`src/rtl/uart_rx_line_ctrl.sv`:
```
`default_nettype none
// ============================================================================
// Module   : uart_rx_line_ctrl
// Brief    : Majority-filters the synchronized rx line on oversample ticks and
//            sequences idle / start-qualify / active / break line state.
//            Optional macro UART_GLITCH_CNT_EN enables the glitch counter.
// Revision : 1.0
// ============================================================================
module uart_rx_line_ctrl #(
    parameter int OVERSAMPLE = 16,
    parameter int FILTER_LEN = 3,
    parameter int IDLE_BITS  = 2,
    parameter int BREAK_BITS = 11
) (
    input  logic       clk_dst,
    input  logic       rst_n_dst,
    input  logic       rx_sync,
    input  logic       baud_tick,
    input  logic       enable,
    output logic       rx_filt,
    output logic       line_idle,
    output logic       start_det,
    output logic       break_det,
    output logic       break_active,
    output logic       idle_det,
    output logic [7:0] glitch_count
);

    localparam int c_CNT_W = $clog2(BREAK_BITS * OVERSAMPLE + 1);

    localparam logic [c_CNT_W-1:0] c_CNT_MAX   = '1;
    localparam logic [c_CNT_W-1:0] c_IDLE_THR  = c_CNT_W'(IDLE_BITS * OVERSAMPLE);
    localparam logic [c_CNT_W-1:0] c_BREAK_THR = c_CNT_W'(BREAK_BITS * OVERSAMPLE);
    localparam logic [c_CNT_W-1:0] c_QUAL_THR  = c_CNT_W'(OVERSAMPLE / 2);

    localparam logic [1:0] c_ST_ACTIVE = 2'd0;
    localparam logic [1:0] c_ST_IDLE   = 2'd1;
    localparam logic [1:0] c_ST_QUAL   = 2'd2;
    localparam logic [1:0] c_ST_BREAK  = 2'd3;

    // Only FILTER_LEN-1 past samples are stored; the current rx_sync completes the window.
    logic [FILTER_LEN-2:0] r_win_hist;
    logic [FILTER_LEN-1:0] w_win;
    logic                  r_rx_filt;
    logic [c_CNT_W-1:0]    r_hi_cnt;
    logic [c_CNT_W-1:0]    r_lo_cnt;
    logic [c_CNT_W-1:0]    w_hi_next;
    logic [c_CNT_W-1:0]    w_lo_next;
    logic [1:0]            r_state;
    logic [1:0]            w_state_next;
    logic                  w_start_ev;
    logic                  w_break_ev;
    logic                  w_idle_ev;
    logic                  r_line_idle;
    logic                  r_break_active;
    logic                  r_start_det;
    logic                  r_break_det;
    logic                  r_idle_det;

    function automatic logic majority(input logic [FILTER_LEN-1:0] win);
        int n;
        n = 0;
        for (int i = 0; i < FILTER_LEN; i++) begin
            if (win[i]) n++;
        end
        return (n > FILTER_LEN / 2);
    endfunction

    assign w_win = {r_win_hist, rx_sync};

    // State register: filter, run-length counters and line state
    always_ff @(posedge clk_dst or negedge rst_n_dst) begin
        if (!rst_n_dst) begin
            r_win_hist <= '1;
            r_rx_filt  <= 1'b1;
            r_hi_cnt   <= '0;
            r_lo_cnt   <= '0;
            r_state    <= c_ST_ACTIVE;
        end else begin
            if (baud_tick) begin
                r_win_hist <= w_win[FILTER_LEN-2:0];
                r_rx_filt  <= majority(w_win);
            end
            if (!enable) begin
                r_state  <= c_ST_ACTIVE;
                r_hi_cnt <= '0;
                r_lo_cnt <= '0;
            end else if (baud_tick) begin
                r_state  <= w_state_next;
                r_hi_cnt <= w_hi_next;
                r_lo_cnt <= w_lo_next;
            end
        end
    end

    // Next-state logic works on the one-tick-old filtered value
    always_comb begin
        w_hi_next    = '0;
        w_lo_next    = '0;
        w_state_next = r_state;
        if (r_rx_filt) begin
            w_hi_next = (r_hi_cnt == c_CNT_MAX) ? r_hi_cnt : r_hi_cnt + 1'b1;
        end else begin
            w_lo_next = (r_lo_cnt == c_CNT_MAX) ? r_lo_cnt : r_lo_cnt + 1'b1;
        end
        case (r_state)
            c_ST_ACTIVE: begin
                if (r_rx_filt && (w_hi_next >= c_IDLE_THR)) begin
                    w_state_next = c_ST_IDLE;
                end else if (!r_rx_filt && (w_lo_next >= c_BREAK_THR)) begin
                    w_state_next = c_ST_BREAK;
                end
            end
            c_ST_IDLE: begin
                if (!r_rx_filt) w_state_next = c_ST_QUAL;
            end
            c_ST_QUAL: begin
                if (r_rx_filt) begin
                    w_state_next = c_ST_IDLE;
                end else if (w_lo_next >= c_QUAL_THR) begin
                    w_state_next = c_ST_ACTIVE;
                end
            end
            default: begin
                if (r_rx_filt) w_state_next = c_ST_ACTIVE;
            end
        endcase
    end

    // Output decode: event strobes from the transition being taken
    always_comb begin
        w_start_ev = 1'b0;
        w_break_ev = 1'b0;
        w_idle_ev  = 1'b0;
        if (r_state == c_ST_QUAL && w_state_next == c_ST_ACTIVE) w_start_ev = 1'b1;
        if (r_state == c_ST_ACTIVE && w_state_next == c_ST_BREAK) w_break_ev = 1'b1;
        if (r_state == c_ST_ACTIVE && w_state_next == c_ST_IDLE) w_idle_ev = 1'b1;
    end

    always_ff @(posedge clk_dst or negedge rst_n_dst) begin
        if (!rst_n_dst) begin
            r_line_idle    <= 1'b0;
            r_break_active <= 1'b0;
            r_start_det    <= 1'b0;
            r_break_det    <= 1'b0;
            r_idle_det     <= 1'b0;
        end else begin
            r_start_det <= 1'b0;
            r_break_det <= 1'b0;
            r_idle_det  <= 1'b0;
            if (!enable) begin
                r_line_idle    <= 1'b0;
                r_break_active <= 1'b0;
            end else if (baud_tick) begin
                r_start_det    <= w_start_ev;
                r_break_det    <= w_break_ev;
                r_idle_det     <= w_idle_ev;
                r_line_idle    <= (w_state_next == c_ST_IDLE);
                r_break_active <= (w_state_next == c_ST_BREAK);
            end
        end
    end

    assign rx_filt      = r_rx_filt;
    assign line_idle    = r_line_idle;
    assign break_active = r_break_active;
    assign start_det    = r_start_det;
    assign break_det    = r_break_det;
    assign idle_det     = r_idle_det;

`ifdef UART_GLITCH_CNT_EN
    logic       w_glitch_ev;
    logic [7:0] r_glitch_cnt;

    assign w_glitch_ev = (r_state == c_ST_QUAL) && (w_state_next == c_ST_IDLE);

    always_ff @(posedge clk_dst or negedge rst_n_dst) begin
        if (!rst_n_dst) begin
            r_glitch_cnt <= '0;
        end else if (enable && baud_tick && w_glitch_ev && (r_glitch_cnt != 8'hFF)) begin
            r_glitch_cnt <= r_glitch_cnt + 8'd1;
        end
    end

    assign glitch_count = r_glitch_cnt;
`else
    assign glitch_count = 8'd0;
`endif

endmodule
`default_nettype wire

```
`config.mk`:
```
export PLATFORM = sky130hd
export DESIGN_NAME = uart_rx_line_ctrl
export DESIGN_NICKNAME = d
export VERILOG_FILES = /design/src/rtl/uart_rx_line_ctrl.sv
export SDC_FILE = /design/constraint.sdc
export NUM_CORES = 1
export LEC_CHECK = 0
export CORE_MARGIN = 3
export CORE_UTILIZATION = 60
export DETAILED_ROUTE_END_ITERATION = 16
export PLACE_DENSITY = 0.95
export SETUP_SLACK_MARGIN = 0.1
export SLEW_MARGIN = 25
export SYNTH_ARGS = -nofsm -noshare
export SYNTH_HDL_FRONTEND = slang
export SYNTH_SLANG_ARGS = --single-unit
```
`constraint.sdc`:
```
create_clock -name clk_dst -period 3.67 [get_ports clk_dst]
set_input_delay 0.367 -clock clk_dst [delete_from_list [all_inputs] [get_ports clk_dst]]
set_output_delay 0.367 -clock clk_dst [all_outputs]
set_load 0.01 [all_outputs]
```
; Yosys cells after proc, flatten, opt, wreduce, memory -nomap -nowiden
; Cells that the tools add are included.
[totals]
regBits = 26
latch_bits = 0
ram_bits = 0
romBits = 0
input_bits = 5
wordCells = 69
n_memories = 0
[classes]
n_addsub = 4
multipliers = 0
n_div = 0
magnitude_cmp = 4
eq_ne = 7
shifts = 0
n_mux = 36
bitwise = 0
reduce_logical = 8
[op_table]
columns = cell, n
row1 = 2-to-1 mux 32 bit, 5
row2 = adder 32 x 2 -> 32 bit (second input constant), 2
row3 = 2-to-1 mux 8 bit, 8
row4 = > comparator 32 x 2 -> 1 bit (second input constant), 1
row5 = adder 8 x 1 -> 8 bit (second input constant), 2
row6 = == test 8 bit (second input constant), 2
row7 = 2-to-1 mux 2 bit, 8
row8 = 2-to-1 mux 1 bit, 14
row9 = greater-or-equal comparator 8 x 4 -> 1 bit (second input constant), 1
row10 = greater-or-equal comparator 8 x 6 -> 1 bit (second input constant), 1
row11 = greater-or-equal comparator 8 bit (second input constant), 1
row12 = case mux 2 bit (3 select lines), 1
row13 = logical AND 1 bit, 5
row14 = == test 2 x 1 -> 1 bit (second input constant), 2
row15 = == test 2 bit (second input constant), 2
row16 = zero test 2 bit, 2
row17 = != test 2 bit (second input constant), 1
row18 = zero test 1 bit, 1

; Depth between registers and ports, before layout
; Gate-level depths: netlist of the first run.
[depth]
word_depth = 13
ltp_mapped = 7
ltp_nobuf = 7

; Least setup slack after synthesis of the first run
; Ideal clock, no wire load.
[synth_timing]
path_kind = reg2reg
from = reg r_hi_cnt[0]
to = reg r_break_active, in the netlist break_active
arrival_ps = 2047
t_required_ps = 3540
setup_slack_ps = 1493
stages_incl_launch_ff = 8
period_less_slack_ps = 2177
path_cell_list = dfrtp_1 ha_1 and4_4 nand2_2 mux2_1 or4_4 a221oi_4 o21ai_1
[synth_via]
elab_chain_len = 10
[synth_rtl]
columns = item, line_no
row1 = "start, declared", 45  ; logic [c_CNT_W-1:0] r_hi_cnt;
row2 = "start signal, assigned", 90  ; r_hi_cnt <= w_hi_next;
row3 = adder 8 x 1 -> 8 bit or == test 8 bit (tied branches), 102  ; w_hi_next = (r_hi_cnt == c_CNT_MAX) ? r_hi_cnt : r_hi_cnt + 1'b1;
row4 = 2-to-1 mux 8 bit *, 102
row5 = 2-to-1 mux 8 bit *, 101  ; if (r_rx_filt) begin
row6 = greater-or-equal comparator 8 x 6 -> 1 bit *, 108  ; if (r_rx_filt && (w_hi_next >= c_IDLE_THR)) begin
row7 = logical AND 1 bit *, 108
row8 = 2-to-1 mux 2 bit *, 108
row9 = case mux 2 bit (3 select lines) *, 106  ; case (r_state)
row10 = == test 2 bit *, 159  ; r_break_active <= (w_state_next == c_ST_BREAK);
row11 = 2-to-1 mux 1 bit *, 154  ; end else if (baud_tick) begin
row12 = 2-to-1 mux 1 bit *, 151  ; if (!enable) begin
row13 = "end signal, assigned", 159
row14 = "end, declared", 55  ; logic r_break_active;
; Mark *: on every way between the ends. The rest lies on a longest branch, timed or not. The select of a mux whose other input is x is not followed.
; A chain may end at the register's enable or synchronous reset.

; Worst setup path after layout of the first run
[layout_timing]
from = reg r_hi_cnt[0]
to = reg r_line_idle, in the netlist line_idle
[layout_via]
elab_chain_len = 10
[layout_rtl]
columns = item, line_no
row1 = adder 8 x 1 -> 8 bit or == test 8 bit (tied branches), 102
row2 = 2-to-1 mux 8 bit *, 102
row3 = 2-to-1 mux 8 bit *, 101
row4 = greater-or-equal comparator 8 x 6 -> 1 bit *, 108
row5 = logical AND 1 bit *, 108
row6 = 2-to-1 mux 2 bit *, 108
row7 = case mux 2 bit (3 select lines) *, 106
row8 = == test 2 x 1 -> 1 bit *, 158  ; r_line_idle <= (w_state_next == c_ST_IDLE);
row9 = 2-to-1 mux 1 bit *, 154
row10 = 2-to-1 mux 1 bit *, 151
row11 = "end signal, assigned", 158
row12 = "end, declared", 54  ; logic r_line_idle;
; Marks and branches as above.

==> results of run 1 <==
-- sequential cells by signal (all words and copies together), names as in the netlist --
| name | cells |
|---|---|
| rx_filt | 1 |
| r_state | 2 |
| r_win_hist | 2 |
| line_idle | 1 |
| r_lo_cnt | 8 |
| break_active | 1 |
| idle_det | 1 |
| start_det | 1 |
| break_det | 1 |
| r_hi_cnt | 8 |
-- metal layers --
layer  share of wire  vias to the layer above  GRT usage
met3           0.078                        6     0.0305
li1                -                      711          -
met2            0.49                       74      0.340
met5               0                        -          0
met1            0.42                      715      0.329
met4           0.014                        0     0.0823
-- area by class of cell --
class | count | area share
clock buffers | 4 | 0.0144
inverters | 10 | 0.0206
multi-input cells | 152 | 0.525
flip-flops and latches | 26 | 0.359
well taps | 30 | 0.0206
repair buffers | 12 | 0.0604
-- cells in the mapped netlist (all sizes together) (2+ instances only) --
library cell	count
or4	3
o31ai	2
nand4	5
dfstp	3
a31oi	4
dfrtp	23
o21a	2
nand2	29
mux2	2
clkbuf	6
mux2i	2
nor2	7
and4	3
nand3	4
nor2b	6
buf	11
and2	6
a21oi	14
o21ai	17
and3	6
nor3	6
a31o	2
ha	4
a41o	3
inv	10
-- path summary, 6_finish.rpt --
kind | from | endpoint | slack [ns] | cells after the start
max reg2reg | r_hi_cnt[0] | line_idle | 1.28 | 7
max | r_hi_cnt[0] | line_idle | 1.28 | 7
max in group asynchronous | rst_n_dst | r_win_hist[0] | 3.11 | 2
min reg2reg | r_win_hist[0] | r_win_hist[1] | 0.50 | 2
min | rst_n_dst | r_lo_cnt[4] | 0.002 | 1
min in group clk_dst | r_win_hist[0] | r_win_hist[1] | 0.50 | 2
-- critical path, delay by kind of cell, from the launching register on --
kind                     cells  cell delay, ns
AO/OA/AOI/OAI                2            0.42
flip-flops                   1            0.50
AND/OR/NAND/NOR              3            0.77
adder cells (fa/ha/maj)      1            0.30
multiplexers                 1            0.31
-- per-stage QoR --
stage	worst slack, ns	std cells	total power (W)	area, um2	hold WS, ns
CTS	1.29	234	0.000519	1820	0.0192
global placement	1.37	230	0.000395	1800	0.465
global route	1.12	234	0.000540	1820	0.0305
finish	1.28	234	0.000519	1820	0.00200
detailed placement	1.30	230	0.000398	1800	0.381
floorplan	1.49	205	0.000376	1750	0.0714
-- power by group through the flow --
stage	clock network [W]	registers, W	logic [W]
2_1_floorplan	0	0.000311	0.0000650
3_3_place_gp	0	0.000318	0.0000766
3_5_place_dp	0	0.000319	0.0000791
4_1_cts	0.000126	0.000313	0.0000794
5_1_grt	0.000135	0.000317	0.0000891
6_report	0.000126	0.000314	0.0000797
-- logic make-up after synthesis --
kind of cell    after synthesis
flops                        26
mux                           4
fa+ha+maj                     4
other cells                   1
compound gates               57
buf+inv                      27
simple gates                 79
==> qor.txt, run 1 <==
Status: complete, no violations
Internal Power: 0.000373 W
All-layer global routing usage: 0.225
GPL Wtd Cong: 0.926
TritonCTS Sinks: 26
Fin crit share: 0.651
Worst path cell trace: ha_1 > and4_4 > nand2_2 > mux2_1 > or4_4 > a221oi_4 > o21ai_1
Worst vdd ir: 0.268 mV
Leak pwr: 0.777 nW
Max Root-Sink Buffers: 2
Pin count of the biggest net entering global routing: 29
Final Hold Viols: 0
Die area: 3560 um2
TNS Setup: 0 ns
Clock-pin slew on the worst setup and hold paths: 0.15 ns
Register area: 654 um2
Sw frac: 0.281
Post-route antenna net violation count: 0
# nets final: 214
Synth Register Bits: 26
Filler instances: 198
Vias/cell: 6.44
Via count: 1506
Synth Area in Simple Gates: 0.252
Proportion of layout cells with a drive suffix above 1: 0.108
Number of global-route vias before repair: 1309
Area contributors post-synth: dfrtp_1 33%, nand2_1 6.1%, dfstp_2 4.6%, a21oi_1 4.1%, buf_4 3.5%
Top_reg_cell synth: dfrtp_1
Max cap viols: 0
Placed wire-length estimate: 2670 um
Post-synth ARST share: 1.00
Ports: 19
Chip width: 59.6 um
EDFF count, synth: 0
Worst EP arrival: 2.61 ns
Hold Path Class: input port to async pin
Yosys warns: 0
Adder-cell share of the synthesized area: 0.0290
Clock power frac: 0.243
Initial antenna violation count: 0
Final Util: 0.698
GRT overflow: 0
First-pass GRT wire length: 6110 um
Skew-Pair Late Insertion Delay: 0.33 ns
Top-area cell type share of the netlist area: 0.333
Cell taking the most area after synthesis: dfrtp_1
RSZ-0062 raised after global routing: false
Root Driver: clkbuf_4
Most common cell after layout, fill and taps aside: nand2_1
Synth Area per Inst: 8.72 um2
Routed WL per cell: 15.5 um
P&R area growth vs syn: 5.65%
Slowest CP cell: dfrtp_1
Slowest cell delay on critical path: 0.50 ns
Post-Route WL: 3630 um
Net Sw Power: 0.000146 W
Complex-gate fraction of the synthesized area: 0.232
WP data required: 3.89 ns
Post-synthesis sequential area ratio: 0.379
Most frequent cells in the layout: 28 x nand2_1, 23 x dfrtp_1, 14 x a21oi_1
Clk_skew: 0.0191 ns
# hold bufs at CTS: 0
Setup Fix Bufs, Post-CTS: 0
CTS tree: built
CP endpoint kind: flip-flop
Part of the power in registers: 0.604
Tmin final: 2.39 ns
DRC viols: 0
Nature of the critical path startpoint: flip-flop
Synth Instances: 198
Area taken by multi-input logic gates: 958 um2
IO Port Bufs: 10
Num rows: 18
Synthesized area: 1730 um2
Worst-margin pin slew: 0.723 ns
# diodes: 0
CP max FO: 8
Initial DRC count: 104
Core Region: 2610 um2
WS Path Type: flip-flop to flip-flop
Inserted Clock Buffers: 3
CTS H-tree lvls: 1
Unique masters post-synth: 55
DRT Pass-1 Iters: 4
# setup viols final: 0
Largest family of logic cells by synthesized area: simple AND/OR/NAND/NOR gates
CTS resizes: 0
Post-synthesis mux area share: 0.0246
Worst rel slew slack: 0.515
Post-synthesis xor/xnor area fraction: 0
Slew Viols, Final: 0
Power per cell area: 285 nW/um2
Fmax: 418 MHz
Combinational power share: 0.153
Initial Util: 0.661
Die Ht: 59.6 um
(Power assumes the default switching activity.)
==> inputs of run 2 (changes only) <==
Settings changed: CORE_UTILIZATION 60 to 50, PLACE_DENSITY 0.95 to 0.87.
Clock period 3.67 ns to 2.1 ns, I/O delays scaled along.
==> run 2 against run 1 <==
  * Sequential share of layout area shrank 5.4 points
  * Register-to-register slack lost 1.3 ns
  * Clock skew shrank 0.014 ns
  * Worst hold slack gained 0.22 ns
  * Wire length grew 12%
  * The run now ends with setup timing left
  * Final cell count grew 20%
  * Core utilization shrank 2.2 points
  * Largest power group unchanged
  * Critical path type unchanged
==> qor.txt, run 2 (synthesized netlist as in run 1, its figures left out) <==
Final Hold Viols: 0 (unchanged)
Slew Viols, Final: 0 (unchanged)
Post-route antenna net violation count: 0 (unchanged)
CTS H-tree lvls: 1 (unchanged)
Root Driver: clkbuf_4 (unchanged)
Pin count of the biggest net entering global routing: 27 (was 29)
First-pass GRT wire length: 6750 um (was 6110 um)
Power per cell area: 500 nW/um2 (was 285 nW/um2)
Worst vdd ir: 0.344 mV (was 0.268 mV)
DRC viols: 0 (unchanged)
Post-Route WL: 4080 um (was 3630 um)
Status: complete, but fails checks (was complete, no violations)
Ports: 19 (unchanged)
P&R area growth vs syn: 24.5% (was 5.65%)
# diodes: 0 (unchanged)
CP endpoint kind: flip-flop (unchanged)
Number of global-route vias before repair: 1503 (was 1309)
CP max FO: 4 (was 8)
Biggest regs: r_hi_cnt (8), r_lo_cnt (8) (unchanged)
Hold Path Class: input port to async pin (unchanged)
Vias/cell: 5.70 (was 6.44)
GRT overflow: 0 (unchanged)
Fmax: 466 MHz (was 418 MHz)
Reg2reg end: break_active (was line_idle)
Fin worst setup slack: -0.0443 ns (was 1.28 ns)
Inserted Clock Buffers: 3 (unchanged)
WP buf/inv: 0 (unchanged)
Worst EP arrival: 2.38 ns (was 2.61 ns)
DRT Pass-1 Iters: 4 (unchanged)
Clock-pin slew on the worst setup and hold paths: 0.15 ns (about the same)
Most common cell after layout, fill and taps aside: buf_4 (was nand2_1)
Top delay family on crit path: simple AND/OR/NAND/NOR gates (unchanged)
Slowest CP cell: or4_4 (was dfrtp_1)
Fin crit share: 1.02 (was 0.651)
Routed WL per cell: 14.6 um (was 15.5 um)
Worst-margin pin slew: 0.502 ns (was 0.723 ns)
# nets final: 246 (was 214)
IO Port Bufs: 10 (unchanged)
Nature of the critical path startpoint: flip-flop (unchanged)
Die Ht: 64.8 um (was 59.6 um)
Initial antenna violation count: 0 (unchanged)
GPL Wtd Cong: 0.985 (was 0.926)
Core Region: 3180 um2 (was 2610 um2)
Filler instances: 244 (was 198)
Skew-Pair Late Insertion Delay: 0.34 ns (was 0.33 ns)
WS Path Type: flip-flop to flip-flop (unchanged)
Reg-to-Reg Start: r_hi_cnt[1] (was r_hi_cnt[0])
Worst rel slew slack: 0.662 (was 0.515)
TritonCTS Sinks: 26 (unchanged)
Via count: 1596 (was 1506)
Worst reg2reg path depth: 7 (unchanged)
Initial DRC count: 95 (was 104)
Max Root-Sink Buffers: 2 (unchanged)
Leak pwr: 0.972 nW (was 0.777 nW)
Initial Util: 0.543 (was 0.661)
WP data required: 2.33 ns (was 3.89 ns)
Chip width: 64.8 um (was 59.6 um)
Die area: 4190 um2 (was 3560 um2)
CTS tree: built (unchanged)
Num rows: 20 (was 18)
Max cap viols: 0 (unchanged)
Worst path cell trace: ha_2 > and4_4 > nand2_4 > mux2_4 > or4_4 > a221oi_4 > o21ai_1 (was ha_1 > and4_4 > nand2_2 > mux2_1 > or4_4 > a221oi_4 > o21ai_1)
RSZ-0062 raised after global routing: true (was false)
Power, Total: 0.00107 W (was 0.000519 W)
Placed wire-length estimate: 2750 um (was 2670 um)
Clk_skew: 0.00506 ns (was 0.0191 ns)
# setup viols final: 4 (was 0)
All-layer global routing usage: 0.202 (was 0.225)
Proportion of layout cells with a drive suffix above 1: 0.254 (was 0.108)
FF-to-FF setup slack: -0.04 ns (was 1.28 ns)
Tmin final: 2.14 ns (was 2.39 ns)
Slowest cell delay on critical path: 0.44 ns (was 0.50 ns)
Most frequent cells in the layout: 34 x buf_4, 28 x nand2_1, 23 x dfrtp_1 (was 28 x nand2_1, 23 x dfrtp_1, 14 x a21oi_1)
Violated checks: setup timing
Worst hold slack: 0.222 ns (was 0.00200 ns)
run 2: layer usage:
layer / wire length, um / up-vias / track usage
met3: 168 / 9 / 0.0399
li1: - / 779 / -
met4: 51 / 0 / 0.0686
met2: 2180 / 46 / 0.359
met1: 1690 / 762 / 0.240
met5: 0 / - / 0
run 2: worst max-delay path by stage:
stage                start           end  slack [ns]  cells past startpoint
2_1_floorplan  r_hi_cnt[0]  break_active       -0.06                      7
3_3_place_gp   r_hi_cnt[1]  break_active        0.03                      7
3_5_place_dp   r_hi_cnt[1]     line_idle       -0.02                      7
4_1_cts        r_hi_cnt[0]     line_idle      -0.008                      7
5_1_grt        r_hi_cnt[0]  break_active       -0.11                      7
6_report       r_hi_cnt[1]  break_active       -0.04                      7
run 2: where the power goes:
| group | switching [W] | internal [W] |
|---|---|---|
| clock | 0.000162 | 0.000193 |
| combinational | 0.000108 | 0.0000790 |
| sequential | 0.0000111 | 0.000521 |
run 2: stage by stage:
stage                     instances  setup TNS [ns]  setup WS [ns]  cell area [um2]   util
after CTS                       276        -0.00998       -0.00772             2110  0.663
after global placement          266               0         0.0333             2000  0.630
final                           280         -0.0948        -0.0443             2150  0.676
after floorplan                 205          -0.174        -0.0571             1770      -
after global routing            280          -0.330         -0.106             2150  0.676
after detailed placement        266         -0.0469        -0.0242             2000  0.630
run 2: worst reg2reg max path, delay by kind of cell, from the launching register on:
family / cells / cell delay, ns
AO/OA/AOI/OAI: 2 / 0.43
adder cells (fa/ha/maj): 1 / 0.19
flip-flops: 1 / 0.40
multiplexers: 1 / 0.30
AND/OR/NAND/NOR: 3 / 0.73
run 2: cell type report:
class | count | area (um2) | share of cell area
clock buffers | 3 | 22.5 | 0.0105
clock inverters | 1 | 30.0 | 0.0140
inverters | 10 | 37.5 | 0.0175
multi-input cells | 152 | 995 | 0.463
flip-flops and latches | 26 | 654 | 0.304
well taps | 44 | 55.1 | 0.0256
repair buffers | 44 | 355 | 0.165
run 2: repair_timing:
item | CTS | global route
hold endpoints to repair | 0 | 0
gates resized for setup | 1 | 3
endpoints found under the setup margin | 6 | 7
pin swaps | 6 | 8
setup buffers | 6 | 4
hold buffers | 0 | 0
==> inputs of run 3 (changes only) <==
Settings changed: CORE_UTILIZATION 50 to 29, PLACE_DENSITY 0.87 to 0.6.
==> run 3 against run 2 <==
  * The run still ends with setup timing left
  * Wire length fell by 2.0%
  * Combinational power barely moved
  * Die area rose by 65%
  * Non-clock buffer count is 6 lower
  * Sequential share of layout area rose by 0.21 points
  * Via count fell by 3.4%
  * Register-to-register slack hardly changed
  * Core utilization is 30 points lower
==> qor.txt, run 3 (synthesized netlist as in run 1, its figures left out) <==
Tmin final: 2.13 ns (was 2.14 ns)
Worst rel slew slack: 0.646 (was 0.662)
Status: complete, but fails checks (unchanged)
Clk_skew: 0.00870 ns (was 0.00506 ns)
TNS Setup: -0.0947 ns (was -0.0948 ns)
Leak pwr: 0.927 nW (was 0.972 nW)
Worst reg2reg path depth: 7 (unchanged)
Critical Path End: line_idle (was break_active)
Placed wire-length estimate: 2920 um (was 2750 um)
Fin cells: 302 (was 280)
Reg2reg end: line_idle (was break_active)
Fmax: 468 MHz (was 466 MHz)
Vias/cell: 5.11 (was 5.70)
Post-route antenna net violation count: 0 (unchanged)
GPL Wtd Cong: 0.861 (was 0.985)
P&R area growth vs syn: 23.6% (was 24.5%)
FF-to-FF setup slack: -0.03 ns (was -0.04 ns)
# diodes: 0 (unchanged)
# nets final: 240 (was 246)
Fin crit share: 1.02 (about the same)
Die area: 6920 um2 (was 4190 um2)
Initial antenna violation count: 0 (unchanged)
Worst-margin pin slew: 0.526 ns (was 0.502 ns)
Die Ht: 83.2 um (was 64.8 um)
Max cap viols: 0 (unchanged)
Chip width: 83.2 um (was 64.8 um)
Initial Util: 0.306 (was 0.543)
WP data required: 2.26 ns (was 2.33 ns)
Power, Total: 0.00105 W (was 0.00107 W)
Routed WL per cell: 13.3 um (was 14.6 um)
RSZ-0062 raised after global routing: true (unchanged)
Fin worst setup slack: -0.0347 ns (was -0.0443 ns)
Pin count of the biggest net entering global routing: 27 (unchanged)
All-layer global routing usage: 0.121 (was 0.202)
CTS H-tree lvls: 1 (unchanged)
Inserted Clock Buffers: 3 (unchanged)
Worst hold slack: 0.288 ns (was 0.222 ns)
TritonCTS Sinks: 26 (unchanged)
Final Hold Viols: 0 (unchanged)
Power per cell area: 493 nW/um2 (was 500 nW/um2)
Register area: 654 um2 (unchanged)
DRT Pass-1 Iters: 4 (unchanged)
Violated checks: setup timing (unchanged)
WS Path Type: flip-flop to flip-flop (unchanged)
DP Worst Slack: -0.0144 ns (was -0.0242 ns)
Hold Path Class: input port to async pin (unchanged)
# hold bufs at CTS: 0 (unchanged)
Nature of the critical path startpoint: flip-flop (unchanged)
Initial DRC count: 51 (was 95)
Worst vdd ir: 0.198 mV (was 0.344 mV)
DRC viols: 0 (unchanged)
Clock-pin slew on the worst setup and hold paths: 0.10 ns (was 0.15 ns)
Skew-Pair Late Insertion Delay: 0.28 ns (was 0.34 ns)
# setup viols final: 3 (was 4)
Worst EP arrival: 2.30 ns (was 2.38 ns)
Reg-to-Reg Start: r_hi_cnt[0] (was r_hi_cnt[1])
Filler instances: 582 (was 244)
Root Driver: clkbuf_8 (was clkbuf_4)
GRT overflow: 0 (unchanged)
Most frequent cells in the layout: 28 x nand2_1, 28 x buf_4, 23 x dfrtp_1 (was 34 x buf_4, 28 x nand2_1, 23 x dfrtp_1)
Placed Cells: 295 (was 266)
First-pass GRT wire length: 7030 um (was 6750 um)
CP endpoint kind: flip-flop (unchanged)
Num rows: 27 (was 20)
CTS tree: built (unchanged)
Biggest regs: r_hi_cnt (8), r_lo_cnt (8) (unchanged)
Ports: 19 (unchanged)
Setup crit start: r_hi_cnt[0] (was r_hi_cnt[1])
Via count: 1542 (was 1596)
Post-Route WL: 4000 um (was 4080 um)
IO Port Bufs: 10 (unchanged)
Area taken by multi-input logic gates: 987 um2 (was 995 um2)
Number of global-route vias before repair: 1483 (was 1503)
Max Root-Sink Buffers: 2 (unchanged)
Proportion of layout cells with a drive suffix above 1: 0.235 (was 0.254)
CP max FO: 4 (unchanged)
Core Region: 5640 um2 (was 3180 um2)
Slew Viols, Final: 0 (unchanged)
-- run 3: cell types whose count changed in the layout (fill, tap and decap cells not counted), sizes merged --
cell	before	now
buf	34	28
bufinv	1	0
clkbuf	3	4
-- run 3: per-stage QoR --
step                      utilization  area, um2
after floorplan                     -       1770
after global placement          0.362       2040
after detailed placement        0.362       2040
after CTS                       0.377       2120
after global routing            0.378       2130
final                           0.378       2130
-- run 3: how the worst min path moves through the flow --
stage	from	endpoint	slack (ns)	cells past startpoint
3_3_place_gp	r_win_hist[0]	r_win_hist[1]	0.47	2
6_report	rst_n_dst	idle_det	0.29	2
5_1_grt	rst_n_dst	idle_det	0.32	2
3_5_place_dp	r_win_hist[0]	r_win_hist[1]	0.47	2
2_1_floorplan	rst_n_dst	break_active	-0.09	0
4_1_cts	rst_n_dst	idle_det	0.30	2
-- run 3: timing repair --
action / 4_1_cts / 5_1_grt
setup buffers: 2 / 1
gates resized for setup: 2 / 1
pin swaps: 3 / 7
endpoints found under the hold margin: 0 / 0
gates cloned: 0 / 0
setup endpoints to repair: 6 / 6
-- run 3: cell type report --
cell class,count,share of cell area
clock buffer,4,0.0258
inverter,10,0.0176
tap,72,0.0422
timing repair buffer,38,0.145
sequential,26,0.307
multi-input combinational,152,0.462
-- run 3: critical path, cell delays in order, from the launching register on --
cell	delay, ns
dfrtp_1	0.37
ha_2	0.19
and4_4	0.23
nand2_2	0.07
mux2_4	0.30
or4_4	0.44
a221oi_4	0.33
o21ai_1	0.11
-- run 3: report_power, final --
part	leakage, nW	internal, W	total (W)	switching (W)
Combinational	0.548	0.0000783	0.000188	0.000109
Clock	0.0288	0.000168	0.000335	0.000167
Sequential	0.351	0.000520	0.000530	0.00000945
-- run 3: metal layers --
| metal | GRT usage | vias to the layer above | share of wire |
|---|---|---|---|
| li1 | - | 764 | - |
| met1 | 0.158 | 749 | 0.49 |
| met2 | 0.201 | 27 | 0.47 |
| met3 | 0.0288 | 2 | 0.031 |
| met4 | 0.0297 | 0 | 0.0067 |
| met5 | 0 | - | 0 |
==> RTL change 1 (settings of run 2) <==
Register the output `rx_filt` once more, with the module's reset; this adds one clock of latency there. The other outputs are not delayed to match.
--- a/src/rtl/uart_rx_line_ctrl.sv
+++ b/src/rtl/uart_rx_line_ctrl.sv
@@ -161,7 +161,13 @@
         end
     end
 
-    assign rx_filt      = r_rx_filt;
+    always_ff @(posedge clk_dst or negedge rst_n_dst) begin
+        if (!rst_n_dst) begin
+            rx_filt <= '0;
+        end else begin
+            rx_filt <= r_rx_filt;
+        end
+    end
     assign line_idle    = r_line_idle;
     assign break_active = r_break_active;
     assign start_det    = r_start_det;
Formal check against the unedited RTL: not equivalent (a bounded check fails within 4 cycles, from zero or initial values and one cycle with rst_n_dst low).
==> RTL change 1 against run 2 <==
  * Wire length decreased by 0.32%
  * Setup slack improved by 120 ps
  * Cell area decreased by 7.3%
  * Core utilization decreased by 2.9 points
  * Sequential cell count increased by 1
  * Synthesized area decreased by 6.3%
  * Total power decreased by 12%
  * Critical path type unchanged
  * Largest cell class unchanged
==> RTL change 1: results (changes against run 2) <==
| Metric | Value |
|---|---|
| Synth area leaders | dfrtp_1, dfstp_2, nand2_1, buf_4, a21oi_1 (was dfrtp_1, nand2_1, dfstp_2, a21oi_1, buf_4) |
| Port bufs | 10 (unchanged) |
| Setup WS pre-CTS | 1.495 ps (was -24.18 ps) |
| End point of the critical path | r_state[1] (was break_active) |
| R2r setup slk | 70 ps (was -40 ps) |
| CP arrival | 2340 ps (was 2380 ps) |
| Synth warnings | 0 (unchanged) |
| Drt total wl | 4069 um (was 4082 um) |
| Biggest regs | r_hi_cnt x8, r_lo_cnt x8 (unchanged) |
| Ys async rst share | 100.0% (unchanged) |
| GPL Wtd Cong | 0.8693 (was 0.9847) |
| Crit Path Max Fanout | 4 (unchanged) |
| Setup Skew | 9.369 ps (was 5.059 ps) |
| Inserted Clock Buffers | 3 (unchanged) |
| Final setup margin | 72.29 ps (was -44.30 ps) |
| Number of vias per cell | 5.930 (was 5.700) |
| Initial antenna violation count | 0 (unchanged) |
| Netlist cell types | 48 (was 55) |
| Clock Latency Late Sink | 350 ps |
| Post-synth top flop | dfrtp_1 (unchanged) |
| Hold crit path type | in2async (unchanged) |
| FILL cells | 261 (was 244) |
| Main combinational cell family by area after synthesis | simple AND/OR/NAND/NOR gates (unchanged) |
| XOR/XNOR Fraction of Synth Area | 0.5414% (was 0%) |
| Antenna Cells | 0 (unchanged) |
| Synth Area in Compound Gates | 20.88% (was 23.19%) |
| Largest stage delay on the critical path | 520 ps (was 440 ps) |
| Post-Synth Adder-Cell Area | 3.094% (was 2.899%) |
| Vias in the first global route | 1,478 (was 1,503) |
| Largest net degree at the start of global routing | 32 (was 27) |
| Seq/Total Area, Yosys | 42.00% (was 37.90%) |
| Fin nets | 222 (was 246) |
| First-pass iteration count of the detailed router | 4 (unchanged) |
| Post-synthesis mux area share | 2.011% (was 2.464%) |
| Family with the most delay on the worst path | compound AO/OA/AOI/OAI gates (was simple AND/OR/NAND/NOR gates) |
| Status | completed (was finished with violations) |
| Top cells by count, synth | dfrtp_1, nand2_1, a21oi_1, o21ai_0 (was nand2_1, dfrtp_1, a21oi_1) |
| Initial drt markers | 142 (was 95) |
| Clk buf depth | 2 (unchanged) |
| R2R cell count | 6 (was 7) |
| CP max stage cell | or4_1 (was or4_4) |
| Root buf cell | clkbuf_4 (unchanged) |
| Worst vdd ir | 0.4592 mV (was 0.3435 mV) |
| LEAKAGE | 0.8559 nW (was 0.9716 nW) |
| Detailed placement HPWL | 2418 um (was 2745 um) |
| First-pass GRT wire length | 6541 um (was 6748 um) |
| Launch point of the worst path | r_lo_cnt[3] (was r_hi_cnt[1]) |
| Share of layout cells above drive strength 1 | 25.00% (was 25.42%) |
| Htree depth | 1 (unchanged) |
| All-layer global routing usage | 20.84% (was 20.18%) |
| Clock-pin slew on the worst setup and hold paths | between 150 and 200 ps |
RTL change 1: cell count changes in the layout (fill, tap and decap cells not counted), moves of 4 or more:
cell and delta:
a211oi_1 +4, buf_4 -12, dfrtp_2 +4, nand2_1 -7
nand3_1 +6, nor2_1 +4, nor2b_1 -6, o21ai_1 -7
RTL change 1: layer usage:
layer	routed length [um]	vias to the layer above	share of wire (%)	GRT usage [%]
met5	0	-	0	0
met4	205	0	5.0	13.22
met3	274	19	6.7	4.496
met2	2054	72	50	34.65
met1	1534	711	38	24.11
li1	-	716	-	-
RTL change 1: layout make-up:
cell class	count	area (sq um)	area share, %
multi-input cells	140	907.1	45.54
well taps	44	55.05	2.764
repair buffers	33	285.3	14.32
clock buffers	3	22.52	1.131
inverters	8	30.03	1.508
clock inverters	1	7.507	0.3769
flip-flops and latches	27	684.4	34.36
RTL change 1: cell families after synthesis:
kind of cell,count (synthesis)
AOI/OAI and AO/OA,51
xor gates and xnor gates,1
adders and majority gates,4
buffers and inverters,25
DFF,27
muxes,3
other,1
and+or+nand+nor,73
RTL change 1: report_power, final:
group | switching, mW | total, mW | internal (mW)
combinational | 0.0908 | 0.150 | 0.0587
sequential | 0.00972 | 0.549 | 0.539
clock | 0.175 | 0.248 | 0.0735
RTL change 1: how the worst min path moves through the flow:
stage               depth (start not counted)      start            to  slack [ps]
floorplan                                   0  rst_n_dst  break_active         -90
global placement                            2  line_idle     line_idle         470
detailed placement                          2  line_idle     line_idle         480
CTS                                         2  rst_n_dst       rx_filt         220
global route                                2  rst_n_dst       rx_filt         210
finish                                      2  rst_n_dst       rx_filt         200
RTL change 1: stage by stage:
step	area, sq um	total power [mW]	hold slack, ps	instances
6_report	1992	0.9469	199.8	256
5_1_grt	1992	0.9933	212.7	256
4_1_cts	1888	0.9436	224.0	250
3_5_place_dp	1797	0.6957	478.1	241
3_3_place_gp	1797	0.6916	474.8	241
2_1_floorplan	1645	0.6482	-85.59	192
RTL change 1: repair_timing:
item | 4_1_cts | 5_1_grt
setup buffers | 5 | 6
endpoints found under the setup margin | 5 | 6
gates resized for setup | 6 | 15
pin swaps | 2 | 9
==> RTL change 2 (settings of run 2) <==
Without the edit above. The parameter `BREAK_BITS` goes from 11 to 15.
--- a/src/rtl/uart_rx_line_ctrl.sv
+++ b/src/rtl/uart_rx_line_ctrl.sv
@@ -10,7 +10,7 @@
     parameter int OVERSAMPLE = 16,
     parameter int FILTER_LEN = 3,
     parameter int IDLE_BITS  = 2,
-    parameter int BREAK_BITS = 11
+    parameter int BREAK_BITS = 15
 ) (
     input  logic       clk_dst,
     input  logic       rst_n_dst,
Behaviour: no difference found for any inputs over 10 cycles, from zero or initial values and one cycle with rst_n_dst low; that may be too few to reach the edited logic, so the function may still have changed.
==> RTL change 2 against run 2 <==
  * The flow still finishes with violations (setup timing)
  * Sequential cell count unchanged
  * Setup slack better by 17 ps
  * Cell area down 8.4%
  * Synthesized area down 4.2%
  * Global-route usage down 0.91 points
  * Non-clock buffer count down 27
  * Wire length down 3.6%
  * Total power up 0.91%
  * Largest cell class unchanged
==> RTL change 2: results (changes against run 2) <==
| Metric | Value |
|---|---|
| Reg-to-Reg Start | r_lo_cnt[0] (was r_hi_cnt[1]) |
| Seq/Total Area, Yosys | 39.56% (was 37.90%) |
| P_sw | 0.2912 mW (was 0.2816 mW) |
| Share of layout cells above drive strength 1 | 18.41% (was 25.42%) |
| Inserted Clock Buffers | 3 (unchanged) |
| Clk buf depth | 2 (unchanged) |
| CP arrival | 2390 ps |
| P_int | 0.7935 mW (was 0.7933 mW) |
| Slew headroom | 61.37% (was 66.25%) |
| Netlist cell types | 47 (was 55) |
| Fin nets | 211 (was 246) |
| LEAKAGE | 0.7921 nW (was 0.9716 nW) |
| Final setup margin | -26.84 ps (was -44.30 ps) |
| Top cells by count, synth | dfrtp_1, nor2_1, nand2_1 (was nand2_1, dfrtp_1, a21oi_1) |
| Post-place instance area | 0.001803 sq mm (was 0.002001 sq mm) |
| Status | finished with violations (unchanged) |
| Biggest regs | r_hi_cnt x8, r_lo_cnt x8 (unchanged) |
| Initial antenna violation count | 0 (unchanged) |
| Largest net degree at the start of global routing | 34 (was 27) |
| Launch point of the worst path | r_lo_cnt[0] (was r_hi_cnt[1]) |
| Antenna Cells | 0 (unchanged) |
| Number of vias per cell | 6.098 (was 5.700) |
| Final hold slack | 218.9 ps (was 222.2 ps) |
| Hold crit path type | in2async (unchanged) |
| DP Cell Count | 239 (was 266) |
| Clock-pin slew on the worst setup and hold paths | 160 ps |
| Port bufs | 10 (unchanged) |
| GPL Wtd Cong | 0.9024 (was 0.9847) |
| First-pass iteration count of the detailed router | 4 (unchanged) |
| Initial drt markers | 101 (was 95) |
| Setup TNS Final | -67.49 ps (was -94.76 ps) |
| Setup Skew | 16.27 ps (was 5.059 ps) |
| Root buf cell | clkbuf_4 (unchanged) |
| Syn_area_per_cell | 8.798 sq um (was 8.720 sq um) |
| Synth area leaders | dfrtp_1, dfstp_2, nor2_1, o21ai_0, nand2_1 (was dfrtp_1, nand2_1, dfstp_2, a21oi_1, buf_4) |
| Violated checks | setup timing (unchanged) |
| Post-synth top flop | dfrtp_1 (unchanged) |
| R2r endpoint | idle_det (was break_active) |
| Combinational logic power | between 0.15 and 0.2 mW |
| Worst vdd ir | 0.3488 mV (was 0.3435 mV) |
| Detailed placement HPWL | 2478 um (was 2745 um) |
| CP Class | reg2reg (unchanged) |
| Crit Path Max Fanout | 5 (was 4) |
| First-pass GRT wire length | 6430 um (was 6748 um) |
| All-layer global routing usage | 19.27% (was 20.18%) |
| Clock Latency Late Sink | 340 ps (about the same) |
| Ys async rst share | 100.0% (unchanged) |
| R2R cell count | 7 (unchanged) |
| Total clock sinks | 26 (unchanged) |
| Average wire per standard cell | 16.06 um (was 14.58 um) |
| Synth warnings | 0 (unchanged) |
| Setup WS pre-CTS | -58.47 ps (was -24.18 ps) |
| FILL cells | 260 (was 244) |
| Sequential Power | 0.543 mW (was 0.532 mW) |
| Final Setup Violations | 3 (was 4) |
| Htree depth | 1 (unchanged) |
| Vias in the first global route | 1,350 (was 1,503) |
| DR vias | 1,494 (was 1,596) |
-- RTL change 2: worst max-delay path, cell delays in order (launching register included) --
cell and delay [ps]:
dfrtp_1 450, buf_4 170, and3_1 240, o211ai_1 320, nor2_1 120, and3_4 190, a211o_1 310, nor4_2 270
-- RTL change 2: area by class of cell --
type	count	area (sq um)	share of cell area, %
Clock buffer	3	22.52	1.144
Clock inverter	1	30.03	1.525
Inverter	8	30.03	1.525
Multi-Input combinational cell	146	1006	51.08
Sequential cell	26	656.9	33.35
Tap cell	44	55.05	2.795
Timing Repair Buffer	17	168.9	8.577
-- RTL change 2: metal layers --
layer / part of all wire (%) / track usage (%) / wire, um
met1: 42 / 27.31 / 1648
met2: 49 / 30.64 / 1914
met3: 8.3 / 2.496 / 327
met4: 1.1 / 5.660 / 44
met5: 0 / 0 / 0
-- RTL change 2: worst min path at each step --
| stage | from | endpoint | depth (start not counted) |
|---|---|---|---|
| after floorplan | rst_n_dst | break_active | 0 |
| after global placement | r_win_hist[0] | r_win_hist[1] | 2 |
| after detailed placement | break_active | break_active | 2 |
| after CTS | rst_n_dst | r_hi_cnt[2] | 2 |
| after global routing | rst_n_dst | r_hi_cnt[2] | 2 |
| final | rst_n_dst | r_hi_cnt[2] | 2 |
-- RTL change 2: repair_timing --
| item | in CTS | in global routing |
|---|---|---|
| setup buffers | 1 | 1 |
| resized for setup | 5 | 12 |
| setup endpoints to repair | 7 | 7 |
| pin swaps | 3 | 4 |
-- RTL change 2: cell families (layout without fill, tap and decap cells) --
group           after synthesis  in the layout  synth area share (%)
compound gates               56             56                 22.77
xor+xnor                      1              1                0.5296
fa+ha+maj                     4              4                 3.026
buf+inv                      23             29                 7.489
flops                        26             26                 39.56
mux                           6              6                 3.707
other cells                   1              8                0.2267
simple gates                 71             71                 22.69
